### src/rtl/div_pkg.sv
// Shared types and sizing helpers for the sequential restoring divider.
package div_pkg;

    typedef enum logic [1:0] {
        IDLE,
        CALC,
        DONE
    } state_t;

    // Counter must hold 0..ITER without wrapping.
    function automatic int cnt_width(input int iter);
        return $clog2(iter + 1);
    endfunction

    // Partial remainder carries one extra bit so the shifted value never overflows.
    function automatic int prem_width(input int width);
        return width + 1;
    endfunction

endpackage

### src/rtl/div_step.sv
// One radix-2 restoring iteration: shift in a bit, subtract the divisor if it fits.
module div_step #(
    parameter int WIDTH = 16
) (
    input  logic [WIDTH:0]   p_i,
    input  logic             b_i,
    input  logic [WIDTH-1:0] den_i,
    output logic [WIDTH:0]   p_o,
    output logic             q_o
);

    logic [WIDTH:0] t;
    logic [WIDTH:0] d;
    logic           unused_p_msb;

    // P < den holds between iterations, so its top bit is always zero.
    assign unused_p_msb = p_i[WIDTH];

    always_comb begin
        t   = {p_i[WIDTH-1:0], b_i};
        d   = {1'b0, den_i};
        q_o = (t >= d);
        p_o = q_o ? (t - d) : t;
    end

endmodule

### src/rtl/seq_fixed_divider.sv
// Multi-cycle unsigned fixed-point divider: WIDTH integer plus FRAC_BITS fraction quotient bits.
module seq_fixed_divider
    import div_pkg::*;
#(
    parameter int WIDTH     = 16,
    parameter int FRAC_BITS = 16
) (
    input  logic                 clk,
    input  logic                 rset,
    input  logic                 start,
    input  logic [WIDTH-1:0]     num,
    input  logic [WIDTH-1:0]     den,
    output logic                 ready,
    output logic                 done,
    output logic [WIDTH-1:0]     quot,
    output logic [WIDTH-1:0]     rem,
    output logic [FRAC_BITS-1:0] frac,
    output logic                 div_zero
);

    localparam int ITER = WIDTH + FRAC_BITS;
    localparam int CW   = cnt_width(ITER);
    localparam int PW   = prem_width(WIDTH);

    localparam logic [CW-1:0] LAST_INT = CW'(WIDTH - 1);
    localparam logic [CW-1:0] LAST     = CW'(ITER - 1);

    typedef logic [PW-1:0] prem_t;

    state_t                 state_q, state_d;
    logic [CW-1:0]          cnt_q, cnt_d;
    prem_t                  p_q, p_d;
    logic [WIDTH-1:0]       sh_q, sh_d;
    logic [WIDTH-1:0]       den_q, den_d;
    logic [ITER-1:0]        qr_q, qr_d;
    logic [WIDTH-1:0]       ri_q, ri_d;
    logic [WIDTH-1:0]       quot_q, quot_d;
    logic [WIDTH-1:0]       rem_q, rem_d;
    logic [FRAC_BITS-1:0]   frac_q, frac_d;
    logic                   dz_q, dz_d;
    logic                   done_q, done_d;

    prem_t                  p_nxt;
    logic                   q_bit;
    logic [ITER-1:0]        qr_shift;

    // Numerator bits leave sh_q MSB-first; zeros shift in and feed the fraction iterations.
    div_step #(.WIDTH(WIDTH)) u_step (
        .p_i   (p_q),
        .b_i   (sh_q[WIDTH-1]),
        .den_i (den_q),
        .p_o   (p_nxt),
        .q_o   (q_bit)
    );

    assign qr_shift = {qr_q[ITER-2:0], q_bit};

    always_comb begin
        state_d = state_q;
        cnt_d   = cnt_q;
        p_d     = p_q;
        sh_d    = sh_q;
        den_d   = den_q;
        qr_d    = qr_q;
        ri_d    = ri_q;
        quot_d  = quot_q;
        rem_d   = rem_q;
        frac_d  = frac_q;
        dz_d    = dz_q;
        done_d  = 1'b0;

        case (state_q)
            IDLE, DONE: begin
                state_d = IDLE;
                if (start) begin
                    den_d = den;
                    sh_d  = num;
                    cnt_d = '0;
                    p_d   = '0;
                    qr_d  = '0;
                    if (den == '0) begin
                        state_d = DONE;
                        done_d  = 1'b1;
                        dz_d    = 1'b1;
                        quot_d  = '1;
                        rem_d   = num;
                        frac_d  = '0;
                    end else begin
                        state_d = CALC;
                        dz_d    = 1'b0;
                    end
                end
            end
            CALC: begin
                p_d   = p_nxt;
                sh_d  = sh_q << 1;
                qr_d  = qr_shift;
                cnt_d = cnt_q + 1'b1;
                if (cnt_q == LAST_INT) begin
                    ri_d = p_nxt[WIDTH-1:0];
                end
                if (cnt_q == LAST) begin
                    state_d = DONE;
                    done_d  = 1'b1;
                    quot_d  = qr_shift[ITER-1:FRAC_BITS];
                    frac_d  = qr_shift[FRAC_BITS-1:0];
                    rem_d   = ri_q;
                end
            end
            default: state_d = IDLE;
        endcase
    end

    always_ff @(posedge clk) begin
        if (rset) begin
            state_q <= IDLE;
            cnt_q   <= '0;
            p_q     <= '0;
            sh_q    <= '0;
            den_q   <= '0;
            qr_q    <= '0;
            ri_q    <= '0;
            quot_q  <= '0;
            rem_q   <= '0;
            frac_q  <= '0;
            dz_q    <= 1'b0;
            done_q  <= 1'b0;
        end else begin
            state_q <= state_d;
            cnt_q   <= cnt_d;
            p_q     <= p_d;
            sh_q    <= sh_d;
            den_q   <= den_d;
            qr_q    <= qr_d;
            ri_q    <= ri_d;
            quot_q  <= quot_d;
            rem_q   <= rem_d;
            frac_q  <= frac_d;
            dz_q    <= dz_d;
            done_q  <= done_d;
        end
    end

    assign ready    = (state_q != CALC);
    assign done     = done_q;
    assign quot     = quot_q;
    assign rem      = rem_q;
    assign frac     = frac_q;
    assign div_zero = dz_q;

endmodule
### config.mk
export PLATFORM = sky130hd
export DESIGN_NAME = seq_fixed_divider
export DESIGN_NICKNAME = d
export VERILOG_FILES = /design/src/rtl/div_pkg.sv /design/src/rtl/div_step.sv /design/src/rtl/seq_fixed_divider.sv
export SDC_FILE = /design/constraint.sdc
export NUM_CORES = 1
export LEC_CHECK = 0
export ABC_AREA = 1
export CAP_MARGIN = 20
export CORE_ASPECT_RATIO = 1.2
export CORE_MARGIN = 2
export CORE_UTILIZATION = 55
export DETAILED_ROUTE_END_ITERATION = 6
export PLACE_DENSITY = 0.78
export SKIP_CTS_REPAIR_TIMING = 1
export SLEW_MARGIN = 25
export SYNTH_ARGS = -nofsm -noshare
export SYNTH_HDL_FRONTEND = slang
export SYNTH_SLANG_ARGS = --single-unit
### constraint.sdc
create_clock -name clk -period 2.5 [get_ports clk]
set_input_delay 0.75 -clock clk [delete_from_list [all_inputs] [get_ports clk]]
set_output_delay 0.75 -clock clk [all_outputs]
set_load 0.005 [all_outputs]
Word level (Yosys, flattened, before mapping). Index checks and enable logic that the tools add are counted. Widths: inputs -> output; s select.

Bits in read-only memories: 0. Latch bits: 0. Memories: 0. Flip-flop bits (word level): 153. RAM bits: 0.

Eq/ne operators: 8. Shifts and indexed selects: 0. Bitwise operators: 0. $add $sub $neg: 2. $lt $le $gt $ge: 1. Mux-type cells: 29. Div/mod/pow operators: 0. Multiply operators: 0. Reductions and logical operators: 8.

Operators by type and width (count): $mux 16 (12); $pmux 16 s2 (5); $pmux 31 s2 (1); $mux 31 (1); $ge 17x16->1 (1); $logic_not 16->1 (1); $sub 16x16->16 (1); $pmux 6 s2 (1); $add 6x1->6 const B (1); $eq 6x4->1 const B (1); $eq 6x5->1 const B (1); $mux 2 (3); $mux 6 (1); $ne 2x2->1 const B (3); $reduce_and 2->1 (3); $pmux 2 s2 (1); $reduce_and 4->1 (1); $mux 1 (3); $eq 2x1->1 const B (1); $eq 2x2->1 const B (1); $logic_not 2->1 (1); $ne 2x1->1 const B (1); $pmux 1 s2 (1); $reduce_bool 2->1 (1); $reduce_or 2->1 (1).

Depth between registers and ports, before layout.
Depth in word-level cells: 4. Gate-level depth with buffers: 16.

Cells and area by module. A second synthesis with hierarchy kept.

Cells, all modules: 1116. Area total of the unflattened synthesis: 7673.6 um^2.

By module, submodules not included: seq_fixed_divider (area an instance 6214.7 um^2, cells an instance 819, instances 1); div_step (area an instance 1458.9 um^2, cells an instance 297, instances 1).

Least setup slack after synthesis. OpenSTA, ideal clock, no wires.

Path type: flip-flop to flip-flop. Start: register sh_q[15]. End: register ri_q[14]. Period minus slack after synthesis: 1.834 ns. Setup time: 0.109 ns. Buffers on the path: 0. Arrival time: 1.725 ns. Data required time: 2.391 ns. Cell stages (with the launch flop): 17. Path slack: 0.666 ns. Cells stage by stage: dfxtp_1 > inv_1 > ha_1 > inv_1 > fa_1 > nand3_1 > nand3_1 > nand2_1 > nand2_1 > nand2_1 > nand2_1 > nand2_1 > nand3_1 > nand2_1 > nand2_1 > nand2_1 > inv_1.

Cells in the longest elaborated chain, start to end: 2. Elaborated cells between the ends (all ways): 3. Those cells by class: add/sub (1); order compare (1); mux (1).

Ends and longest elaborated chain: from (decl) (line seq_fixed_divider.sv:33) `logic [WIDTH-1:0] sh_q, sh_d;`; from (signal assigned) (line seq_fixed_divider.sv:119) `sh_q <= '0;`; from (signal assigned) (line seq_fixed_divider.sv:132) `sh_q <= sh_d;`; $sub 16x16->16 or $ge 17x16->1 (tied branches) (line div_step.sv:23, div_step.sv:22); $mux 16 (*) (line div_step.sv:23) `p_o = q_o ? (t - d) : t;`; to (signal assigned) (line seq_fixed_divider.sv:135) `ri_q <= ri_d;`; to (decl) (line seq_fixed_divider.sv:36) `logic [WIDTH-1:0] ri_q, ri_d;`.

Every way passes the cells marked *; elsewhere a longest branch is shown, timed or not. A chain may end at the register's enable or synchronous reset.

Final worst setup path.
Start: register state_q[0]. End: output ready.

Cells in the longest elaborated chain, start to end: 1.

Ends and longest elaborated chain: from (decl) (line seq_fixed_divider.sv:30) `state_t state_q, state_d;`; from (signal assigned) (line seq_fixed_divider.sv:129) `state_q <= state_d;`; $ne 2x1->1 (line seq_fixed_divider.sv:144) `assign ready = (state_q != CALC);`; to (decl) (line seq_fixed_divider.sv:13) `output logic ready,`.

Every way passes these cells.

==> results.py <==
metrics = {
    "sta": {
        "finalSetupTns_ps": 0,
        "finalHoldViolations": 0,
        "fin_crit_sh": 0.9328,
        "fmax_ghz": 0.4288,
        "clock_skew_ps": 7.964,
        "period_minus_slack_ps": 2332,
        "whs_ps": 460.7,
        "worst_pin_slew_ps": 735.8,
        "slew_headroom": 0.5095,
        "rsz0062_at_grt": "false",
        "fin_ws_ps": 167.9,
        "slew_violations": 0,
        "finalSetupViolCount": 0,
    },
    "global_routing": {
        "grt_first_pass_wirelength_microns": 27520,
        "grt_pass1_vias": 5787,
        "grt_max_degree": 70,
        "track_usage": 0.2497,
        "antenna_found_initial": 0,
        "overflow": 0,
    },
    "cells_and_area": {
        "mostFrequentLayoutCell": "nand2_1",
        "drive_above_1_share": 0.1031,
        "layout.cells.non_filler": 1231,
        "fin_nets": 1107,
        "final_cell_mix": "nand2_1 (257), dfxtp_1 (153), nor2_1 (103), inv_1 (95), clkdlybuf4s50_1 (84)",
        "antenna_cells": 0,
        "nFillCells": 1077,
        "area_delta_synth_final_pct": 22.15,
        "final_area_sq_mm": 0.008646,
    },
    "place": {
        "io_buffers": 85,
        "place_hpwl_microns": 12110,
        "post-place-ws_ps": -11.79,
        "gp_congestion": 0.9065,
        "dpl-instance-area_sq_mm": 0.008043,
        "dp_cells": 1199,
    },
    "route": {
        "vias": 6448,
        "drtAntennaViolNets": 0,
        "drt_first_pass_iters": 5,
        "wl_microns": 16920,
        "via_per_inst": 5.238,
        "drtIter0Drc": 388,
        "post-route-drc-count": 0,
        "wl_per_cell_microns": 13.74,
    },
    "floorplanning": {
        "die-area_sq_mm": 0.01380,
        "fp.dieH_microns": 128.3,
        "rows": 45,
        "ioPinCount": 86,
        "coreArea_sq_mm": 0.01261,
        "start_util": 0.5612,
        "die_x_microns": 107.6,
    },
    "power_and_ir_drop": {
        "power_leakage_nw": 3.761,
        "clockPowerShare": 0.373,
        "p_per_area_mw_per_mm2": 806.5,
        "switching_share": 0.3182,
        "pwr-share-comb": 0.239,
        "ir_worst_vdd_uv": 548.6,
        "seqPwrFrac": 0.389,
        "intPower_mw": 4.754,
        "p_switching_mw": 2.219,
    },
    "worst_setup_path": {
        "cp_max_fo": 3,
        "path_class": "reg2out",
        "cp-start-kind": "flip-flop",
        "worst-endpoint-required_ps": 1750,
        "endpoint_kind": "output pin",
        "cp.arrival_ps": 1580,
    },
    "clock_tree": {
        "cts_tree": "built",
        "cts_htree_levels": 4,
        "cts_made_buffers": 17,
        "cts_root_buf": "clkbuf_16",
        "clk_pin_slew_worst_paths_ps": 70,
        "clock_latency_ps": 410,
        "clk_path_buf_depth": 2,
        "clkSinkCount": 153,
    },
    "outcome": {
        "status": "completed",
    },
    "run": {
        "drv_cap": 0,
    },
    "synthesis": {
        "syn_nets": 1034,
        "ys_types": 38,
        "syn_area_sq_mm": 0.007078,
        "synth_ff_type": "dfxtp_1",
        "synth-seq-cells": 153,
        "synth-edff-count": 0,
        "yosysWarnings": 0,
        "seq_area_frac_synth": 0.4327,
        "syn_avg_cell_area_sq_um": 7.215,
        "netlist_instances": 981,
        "async_flop_share": 0,
    },
    "worst_hold_path": {
        "hold_path_class": "reg2reg",
    },
}
through the flow:
stage          utilization  power, mW
2_1_floorplan            -      3.923
3_3_place_gp        0.6377      4.394
3_5_place_dp        0.6377      4.415
4_1_cts             0.6855      7.002
5_1_grt             0.6855      7.326
6_report            0.6855      6.973
cells by family after synthesis:
group                      synth area share
buffers and inverters               0.09280
DFF                                  0.4327
AOI/OAI and AO/OA                    0.1600
and+or+nand+nor                      0.2729
adders and majority gates           0.03288
xor gates and xnor gates           0.008662
critical path, stage by stage, from the launching register on:
cell and delay (ps):
dfxtp_1 320, inv_2 50, nor2_4 100, clkinv_1 180
clkdlybuf4s50_1 510
final cells by class:
class / instances / area (sq um) / share of cell area
clock buffer: 17 / 425.4 / 0.04920
clock inverter: 15 / 177.7 / 0.02055
inverter: 106 / 397.9 / 0.04602
multi-input combinational: 672 / 3363 / 0.3890
sequential: 153 / 3063 / 0.3543
tap: 164 / 205.2 / 0.02373
timing repair buffer: 104 / 1013 / 0.1172
sequential cells by signal, indices dropped and copies added, names as in the netlist:
register	count
frac	16
cnt_q	6
den_q	16
sh_q	16
ri_q	16
state_q	2
qr_q	31
div_zero	1
rem	16
quot	16
p_q	16
done	1
worst paths after layout:
path | to | from | slack, ps | depth (start not counted)
worst min-delay path | qr_q[6] | qr_q[6] | 460 | 2
worst min register to register | qr_q[6] | qr_q[6] | 460 | 2
worst max register to register | p_q[3] | den_q[12] | 210 | 15
worst max-delay path | ready | state_q[0] | 170 | 4
routing by layer:
layer	GRT usage	vias to the layer above	routed length (microns)
met2	0.4132	171	8222
met1	0.3221	2926	7491
met4	0.1139	0	518
li1	-	3323	-
met3	0.03508	28	686
met5	0	-	0
Yosys cell counts, types with 5 or more instances:
cell      number  area share
o21ai_0       60       0.042
inv_2          8      0.0042
o211ai_1      16       0.017
ha_1          17       0.030
buf_2          5      0.0035
a21oi_2        9       0.011
nand2_1      257        0.14
inv_1         96       0.051
a31oi_1       31       0.027
nand4_1        6      0.0053
buf_4          9      0.0095
nor2_1       103       0.055
nor3_1        16       0.011
o21ai_1        8      0.0057
dfxtp_1      153        0.43
clkbuf_1      29       0.015
a211oi_1      13       0.014
nand2_2       27       0.024
a21oi_1       55       0.039
nand3_1       25       0.018
power by group through the flow:
stage / Combinational (mW) / Sequential [mW] / Clock [mW]
finish: 1.66 / 2.71 / 2.60
detailed placement: 1.66 / 2.76 / 0
CTS: 1.66 / 2.71 / 2.63
floorplan: 1.18 / 2.74 / 0
global placement: 1.64 / 2.76 / 0
global route: 1.87 / 2.72 / 2.74
Power figures use the tool's default switching activity.
